`src/rtl/turbo_pkg.sv`:
```
// Shared turbo-decoder constants and the stream-to-bus packer state type.
// Latency: n/a (package only).
// Backpressure: n/a. The bus-to-stream side uses the same packet length constants.
package turbo_pkg;
  localparam int ST                    = 8;
  localparam int BUS                   = 512;
  localparam int NUM_ST_PER_BUS        = BUS / ST;
  localparam int NUM_BUS_PER_TURBO_PKT = 2;
  localparam int TURBO_PKT_BEATS       = NUM_ST_PER_BUS * NUM_BUS_PER_TURBO_PKT;
  localparam int BIDX_W                = $clog2(NUM_ST_PER_BUS);
  localparam int WIDX_W                = (NUM_BUS_PER_TURBO_PKT > 1) ? $clog2(NUM_BUS_PER_TURBO_PKT) : 1;

  typedef enum logic [1:0] {
    IDLE = 2'd0,
    FILL = 2'd1,
    HOLD = 2'd2
  } st2bus_state_t;
endpackage

```
`src/rtl/st2bus_out_reg.sv`:
```
// Output holding register for packed bus words, plus the emitted-packet counter.
// Latency: a load at edge t is visible on o_bus_* from t+1.
// Backpressure: word and flags hold stable until i_bus_ready; o_free tells the packer it may load.
// Ports: i_ld/i_ld_* load a word (only when o_free); o_bus_* drive the memory write path;
//        o_pkt_cnt counts consumed last words and wraps at 2^16.
module st2bus_out_reg
  import turbo_pkg::*;
(
  input  logic           clk,
  input  logic           rst_n,
  input  logic           i_ld,
  input  logic [BUS-1:0] i_ld_dat,
  input  logic           i_ld_last,
  input  logic           i_ld_err,
  input  logic           i_bus_ready,
  output logic           o_free,
  output logic           o_bus_en,
  output logic [BUS-1:0] o_bus_data,
  output logic           o_bus_last,
  output logic           o_bus_err,
  output logic [15:0]    o_pkt_cnt
);
  logic           r_en;
  logic           r_last;
  logic           r_err;
  logic [BUS-1:0] r_dat;
  logic [15:0]    r_pkt_cnt;

  // Free when empty or being drained this very cycle, so words stream without bubbles.
  assign o_free     = ~r_en | i_bus_ready;
  assign o_bus_en   = r_en;
  assign o_bus_data = r_dat;
  assign o_bus_last = r_last;
  assign o_bus_err  = r_err;
  assign o_pkt_cnt  = r_pkt_cnt;

  always_ff @(posedge clk or negedge rst_n) begin
    if (!rst_n) begin
      r_en      <= 1'b0;
      r_last    <= 1'b0;
      r_err     <= 1'b0;
      r_dat     <= '0;
      r_pkt_cnt <= '0;
    end else begin
      if (r_en && i_bus_ready && r_last) r_pkt_cnt <= r_pkt_cnt + 16'd1;
      if (i_ld) begin
        r_en   <= 1'b1;
        r_dat  <= i_ld_dat;
        r_last <= i_ld_last;
        r_err  <= i_ld_err;
      end else if (i_bus_ready) begin
        r_en <= 1'b0;
      end
    end
  end
endmodule

```
`src/rtl/st2bus_turbo.sv`:
```
// Packs the decoder's 8-bit stream into 512-bit bus words, one packet at a time, with framing checks.
// Latency: the completing beat accepted at edge t shows on o_bus_* from t+1 when the output is free.
// Backpressure: o_st_ready is registered from state; it drops while a finished word waits (one stall cycle on exit).
// Ports: i_st_* decoder stream in, o_st_ready; o_bus_* packed words out with i_bus_ready;
//        o_pkt_cnt packets emitted, o_drop_cnt saturating count of beats seen outside a packet.
module st2bus_turbo
  import turbo_pkg::*;
(
  input  logic           clk,
  input  logic           rst_n,
  input  logic           i_st_valid,
  output logic           o_st_ready,
  input  logic           i_st_sop,
  input  logic           i_st_eop,
  input  logic [ST-1:0]  i_st_data,
  output logic [BUS-1:0] o_bus_data,
  output logic           o_bus_en,
  input  logic           i_bus_ready,
  output logic           o_bus_last,
  output logic           o_bus_err,
  output logic [15:0]    o_pkt_cnt,
  output logic [15:0]    o_drop_cnt
);
  localparam logic [BIDX_W-1:0] BIDX_LAST = BIDX_W'(NUM_ST_PER_BUS - 1);
  localparam logic [WIDX_W-1:0] WIDX_LAST = WIDX_W'(NUM_BUS_PER_TURBO_PKT - 1);

  st2bus_state_t     r_state;
  logic [BUS-1:0]    r_acc;
  logic [BIDX_W-1:0] r_bidx;
  logic [WIDX_W-1:0] r_widx;
  logic              r_err;        // sticky: packet already ran past nominal length
  logic              r_st_ready;
  logic              r_hold_last;  // flags of the word parked in r_acc during HOLD
  logic              r_hold_err;
  logic              r_pend_vld;   // sop beat accepted while the closing word was stuck
  logic              r_pend_eop;
  logic [ST-1:0]     r_pend_dat;
  logic [15:0]       r_drop_cnt;

  logic           w_acc;
  logic           w_free;
  logic           w_wrap;
  logic           w_eop_err;
  logic           w_ld;
  logic           w_ld_last;
  logic           w_ld_err;
  logic [BUS-1:0] w_word;
  logic [BUS-1:0] w_first;
  logic [BUS-1:0] w_ld_dat;

  assign w_acc      = i_st_valid & r_st_ready;
  assign w_first    = BUS'(i_st_data);
  // Unfilled lanes of r_acc are always zero, so OR-ing the beat in is a lane write.
  assign w_word     = r_acc | (w_first << (ST * int'(r_bidx)));
  assign w_wrap     = (r_bidx == BIDX_LAST);
  assign w_eop_err  = r_err | (r_widx != WIDX_LAST) | ~w_wrap;
  assign o_st_ready = r_st_ready;
  assign o_drop_cnt = r_drop_cnt;

  always_comb begin
    w_ld      = 1'b0;
    w_ld_dat  = r_acc;
    w_ld_last = 1'b1;
    w_ld_err  = 1'b1;
    case (r_state)
      IDLE: if (w_acc && i_st_sop && i_st_eop) begin
        w_ld     = w_free;
        w_ld_dat = w_word;
      end
      FILL: if (w_acc) begin
        if (i_st_sop) begin
          w_ld = w_free;  // close the unterminated packet with what is in r_acc
        end else if (i_st_eop || w_wrap) begin
          w_ld      = w_free;
          w_ld_dat  = w_word;
          w_ld_last = i_st_eop;
          w_ld_err  = i_st_eop & w_eop_err;
        end
      end
      HOLD: begin
        w_ld      = w_free;
        w_ld_last = r_hold_last;
        w_ld_err  = r_hold_err;
      end
      default: ;
    endcase
  end

  always_ff @(posedge clk or negedge rst_n) begin
    if (!rst_n) begin
      r_state     <= IDLE;
      r_acc       <= '0;
      r_bidx      <= '0;
      r_widx      <= '0;
      r_err       <= 1'b0;
      r_st_ready  <= 1'b0;
      r_hold_last <= 1'b0;
      r_hold_err  <= 1'b0;
      r_pend_vld  <= 1'b0;
      r_pend_eop  <= 1'b0;
      r_pend_dat  <= '0;
      r_drop_cnt  <= '0;
    end else begin
      r_st_ready <= 1'b1;
      case (r_state)
        IDLE: if (w_acc) begin
          if (!i_st_sop) begin
            if (r_drop_cnt != 16'hFFFF) r_drop_cnt <= r_drop_cnt + 16'd1;
          end else if (i_st_eop) begin
            if (!w_free) begin
              r_acc       <= w_first;
              r_hold_last <= 1'b1;
              r_hold_err  <= 1'b1;
              r_state     <= HOLD;
              r_st_ready  <= 1'b0;
            end
          end else begin
            r_acc   <= w_first;
            r_bidx  <= BIDX_W'(1);
            r_widx  <= '0;
            r_err   <= 1'b0;
            r_state <= FILL;
          end
        end
        FILL: if (w_acc) begin
          if (i_st_sop) begin
            r_widx <= '0;
            r_err  <= 1'b0;
            if (!w_free) begin
              r_pend_vld  <= 1'b1;
              r_pend_dat  <= i_st_data;
              r_pend_eop  <= i_st_eop;
              r_hold_last <= 1'b1;
              r_hold_err  <= 1'b1;
              r_state     <= HOLD;
              r_st_ready  <= 1'b0;
            end else if (i_st_eop) begin
              // Closing word just took the output, so the one-beat packet must wait.
              r_acc       <= w_first;
              r_bidx      <= '0;
              r_hold_last <= 1'b1;
              r_hold_err  <= 1'b1;
              r_state     <= HOLD;
              r_st_ready  <= 1'b0;
            end else begin
              r_acc  <= w_first;
              r_bidx <= BIDX_W'(1);
            end
          end else if (i_st_eop || w_wrap) begin
            r_bidx <= '0;
            if (!i_st_eop) begin
              r_widx <= r_widx + 1'b1;
              if (r_widx == WIDX_LAST) r_err <= 1'b1;
            end
            if (w_free) begin
              r_acc <= '0;
              if (i_st_eop) r_state <= IDLE;
            end else begin
              r_acc       <= w_word;
              r_hold_last <= i_st_eop;
              r_hold_err  <= i_st_eop & w_eop_err;
              r_state     <= HOLD;
              r_st_ready  <= 1'b0;
            end
          end else begin
            r_acc  <= w_word;
            r_bidx <= r_bidx + 1'b1;
          end
        end
        HOLD: if (w_free) begin
          r_acc   <= '0;
          r_bidx  <= '0;
          r_state <= r_hold_last ? IDLE : FILL;
          if (r_pend_vld) begin
            // Replay the sop beat that arrived behind the closing word.
            r_pend_vld <= 1'b0;
            r_acc      <= BUS'(r_pend_dat);
            if (r_pend_eop) begin
              r_hold_last <= 1'b1;
              r_hold_err  <= 1'b1;
              r_st_ready  <= 1'b0;
              r_state     <= HOLD;
            end else begin
              r_bidx  <= BIDX_W'(1);
              r_state <= FILL;
            end
          end
        end else begin
          r_st_ready <= 1'b0;
        end
        default: r_state <= IDLE;
      endcase
    end
  end

  st2bus_out_reg u_out (
    .clk         (clk),
    .rst_n       (rst_n),
    .i_ld        (w_ld),
    .i_ld_dat    (w_ld_dat),
    .i_ld_last   (w_ld_last),
    .i_ld_err    (w_ld_err),
    .i_bus_ready (i_bus_ready),
    .o_free      (w_free),
    .o_bus_en    (o_bus_en),
    .o_bus_data  (o_bus_data),
    .o_bus_last  (o_bus_last),
    .o_bus_err   (o_bus_err),
    .o_pkt_cnt   (o_pkt_cnt)
  );
endmodule

```
`config.mk`:
```
export PLATFORM = sky130hd
export DESIGN_NAME = st2bus_turbo
export DESIGN_NICKNAME = d
export VERILOG_FILES = /design/src/rtl/turbo_pkg.sv /design/src/rtl/st2bus_out_reg.sv /design/src/rtl/st2bus_turbo.sv
export SDC_FILE = /design/constraint.sdc
export NUM_CORES = 2
export LEC_CHECK = 0
export ABC_AREA = 1
export BUFFER_PORTS_ARGS = -buffer_cell sky130_fd_sc_hd__buf_2
export CAP_MARGIN = 10
export CORE_ASPECT_RATIO = 1.75
export CORE_MARGIN = 4
export CORE_UTILIZATION = 50
export DETAILED_ROUTE_END_ITERATION = 7
export PLACE_DENSITY_LB_ADDON = 0.05
export SLEW_MARGIN = 20
export SYNTH_ARGS = -nofsm -noshare
export SYNTH_HDL_FRONTEND = slang
export SYNTH_HIERARCHICAL = 1
export SYNTH_SLANG_ARGS = --single-unit
```
`constraint.sdc`:
```
create_clock -name clk -period 2.5 [get_ports clk]
set_input_delay 0 -clock clk [delete_from_list [all_inputs] [get_ports clk]]
set_output_delay 0 -clock clk [all_outputs]
set_load 0.01 [all_outputs]
```
==> impl_metrics.json <==
{
  "coreArea_sq_um": 96900,
  "crit_type": "reg -> reg",
  "layout_min_cycle_time_ps": 2490,
  "slew_viol_final": 0,
  "p_comb_share_pct": 32.9,
  "final_nets": 6545,
  "vias": 43100,
  "syn-cell-area_sq_um": 48900,
  "drive_gt1_share_pct": 16.0,
  "grt_pass1_vias": 42100,
  "path_clk_slew_ps": 70,
  "p_int_w": 0.0321,
  "ioPinCount": 562,
  "drtIter0Drc": 3951,
  "synthCells": 5959,
  "die_h_um": 422,
  "p_sw_share_pct": 38.2,
  "ys_warn_count": 6,
  "end_kind": "register",
  "hold_depth": 5,
  "synthToLayoutAreaGrowth_pct": 18.9,
  "hpwl_um": 123000,
  "port_buffers": 561,
  "ys_ff_latch": 1082,
  "clk_latency_ps": 730,
  "yosysSeqAreaShare_pct": 55.4,
  "syn-num-nets": 5980,
  "die_area_sq_um": 103000,
  "synth_area_per_cell_sq_um": 8.20,
  "max-vdd-ir-drop_mv": 0.649,
  "ys_types": 41,
  "final_area_sq_um": 58100,
  "hold_class": "in -> reg",
  "drt_pass1_iterations": 6,
  "final-hold-violation-count": 0,
  "power_density_nw_per_um2": 895,
  "setup_slack_ps": 5.01,
  "grt_max_degree": 172,
  "core.rowCount": 151,
  "p_leak_nw": 35.3,
  "fillers": 8792,
  "run_status": "complete, no violations",
  "max_freq_mhz": 401,
  "r2r_setup_slack_ps": 5,
  "start_kind": "register",
  "cts_sinks": 1082,
  "place_congestion": 0.965,
  "tritoncts.num_buffers": 102,
  "ctsLongestPathBuffers": 3,
  "start_util_pct": 50.4,
  "maxSlewHeadroom_pct": 24.1,
  "reg2regPathDepth": 8,
  "timing.final.crit_share_pct": 99.8,
  "fin_worst_skew_ps": 23.7,
  "antenna_found_initial": 1,
  "maxCapViolCount": 0,
  "path_max_fanout": 25,
  "switchingPower_w": 0.0199,
  "grt_pass1_wl_um": 262000,
  "routed_wl_um": 174000,
  "tns_ps": 0,
  "ant_nets": 0,
  "cts-root-buf": "clkbuf_16",
  "pre_cts_ws_ps": 8.79,
  "p_seq_share_pct": 36.1,
  "postCtsSetupBuffers": 0,
  "grt_usage_pct": 33.1,
  "cts_tree": "yes",
  "post_dp_cell_area_sq_um": 54500,
  "clockPowerShare_pct": 30.9,
  "setup_viol": 0,
  "overflow": 0,
  "crit_required_ps": 3160,
  "drc": 0,
  "wl_per_cell_um": 22.0,
  "die_w_um": 244,
  "htree_levels": 3,
  "cp.arrival_ps": 3160,
  "via_per_inst": 5.46,
  "max_slew.worst_pin.slew_ps": 1140
}
[flip-flops by register name, summed over array words and instances (netlist names), 2 cells and up]
name / flops
u_out/o_pkt_cnt: 16
u_out/o_bus_data: 512
r_bidx: 6
r_acc: 512
r_pend_dat: 8
o_drop_cnt: 16
r_state: 2
[worst paths after layout]
| kind | start | end |
|---|---|---|
| setup / recovery | r_bidx[0]$_DFFE_PN0P_ | u_out/o_bus_data[346]$_DFFE_PN0P_ |
| hold / removal | i_st_valid | r_pend_vld$_DFFE_PN0P_ |
| setup reg to reg | r_bidx[0]$_DFFE_PN0P_ | u_out/o_bus_data[346]$_DFFE_PN0P_ |
| hold reg to reg | u_out/o_bus_data[418]$_DFFE_PN0P_ | u_out/o_bus_data[418]$_DFFE_PN0P_ |
| max in group asynchronous | rst_n | o_drop_cnt[0]$_DFFE_PN0P_ |
| min in group asynchronous | rst_n | u_out/o_bus_data[208]$_DFFE_PN0P_ |
[layout make-up]
cell class / count / area (sq um) / share of cell area [%]
multi-input combinational: 4276 / 19100 / 32.9
timing repair buffer: 855 / 6050 / 10.4
inverter: 207 / 800 / 1.38
tap: 1300 / 1630 / 2.80
clock buffer: 150 / 3010 / 5.19
antenna: 1 / 2.50 / 0.00431
sequential: 1082 / 27100 / 46.6
clock inverter: 35 / 409 / 0.704
[logic make-up after synthesis]
group	after synthesis	synth area share, %
adders and majority gates	7	0.179
muxes	1	0.0230
xor gates and xnor gates	20	0.358
buffers and inverters	601	5.58
DFF	1082	55.4
and+or+nand+nor	3236	25.6
AOI/OAI and AO/OA	1012	12.8
[cells in the mapped netlist, drive strengths merged]
master  count  share of area (%)
a221oi      1              0.018
nor3       79               0.81
o311ai      1              0.018
a22oi       1              0.015
nor3b       1              0.015
clkinv      3              0.023
xnor2       5              0.090
clkbuf    107               0.82
o21a        1              0.015
a41oi       1              0.018
xor2       15               0.27
nand4      14               0.18
a21o      436                6.7
buf       287                3.2
nand3b      1              0.015
o21ai      28               0.29
o21bai      1              0.015
inv       204                1.6
nand2    1977                 15
a31oi      10               0.13
a21oi     513                5.3
o211ai      2              0.031
nor2      998                7.7
a31o       15               0.27
o22ai       1              0.013
nor4        1              0.013
o2111a      1              0.023
mux2        1              0.023
or2         1              0.013
nand3     164                1.7
dfrtp    1082                 55
ha          7               0.18
[cell usage in the layout (no fill, tap or decap), types with 3 or more instances in the layout]
master / count
nand4_1: 14
inv_2: 7
buf_12: 75
nand2_2: 4
nor2_2: 7
a31o_2: 15
clkinv_2: 18
inv_1: 195
a21o_1: 436
xnor2_1: 5
clkbuf_1: 21
clkinv_8: 3
dlygate4sd3_1: 13
clkbuf_8: 26
nand3_1: 163
a31oi_1: 9
buf_2: 560
inv_8: 3
nor2_4: 3
buf_4: 203
a21oi_1: 511
xor2_1: 15
dfrtp_1: 1080
nand2_1: 1973
bufinv_16: 6
ha_1: 5
nor2_1: 988
clkbuf_16: 104
nor3_1: 79
o21ai_0: 26
inv_6: 3
[per-layer routing]
layer  up-vias  wire length, um  GRT usage [%]
li1      20000                -              -
met1     20900            70800           44.4
met2      1814            78800           51.3
met5         -               17              0
met4         2            12400           20.3
met3       372            11700           4.35
[through the flow]
stage / power, W / cells / hold slack [ps] / util [%]
global route: 0.0540 / 7905 / 98.9 / 60.0
CTS: 0.0520 / 7904 / 9.91 / 59.9
detailed placement: 0.0359 / 7705 / 44.0 / 56.2
global placement: 0.0359 / 7705 / 39.4 / 56.2
floorplan: 0.0286 / 5959 / -296 / -
finish: 0.0520 / 7906 / 38.2 / 60.0
[power groups by stage]
stage	clock network (W)	registers [W]	logic, W
finish	0.0161	0.0188	0.0171
detailed placement	0	0.0191	0.0167
floorplan	0	0.0192	0.00941
global route	0.0170	0.0189	0.0181
global placement	0	0.0191	0.0168
CTS	0.0164	0.0188	0.0168
[critical path: stages (launching register included)]
cell	delay, ps
dfrtp_1	360
buf_4	290
nand3_1	140
nor2_1	520
inv_1	460
nor3_1	320
a21o_1	160
nand2_1	70
nand2_1	80
[what timing repair did]
item / 4_1_cts / 5_1_grt
pin swaps: 0 / 1
gates cloned: 0 / 1
hold buffers: 14 / 0
hold endpoints to repair: 1122 / 0
endpoints found under the setup margin: 3 / 498
resized for setup: 2 / 8
Note: power is estimated with default switching activity, not from simulation.
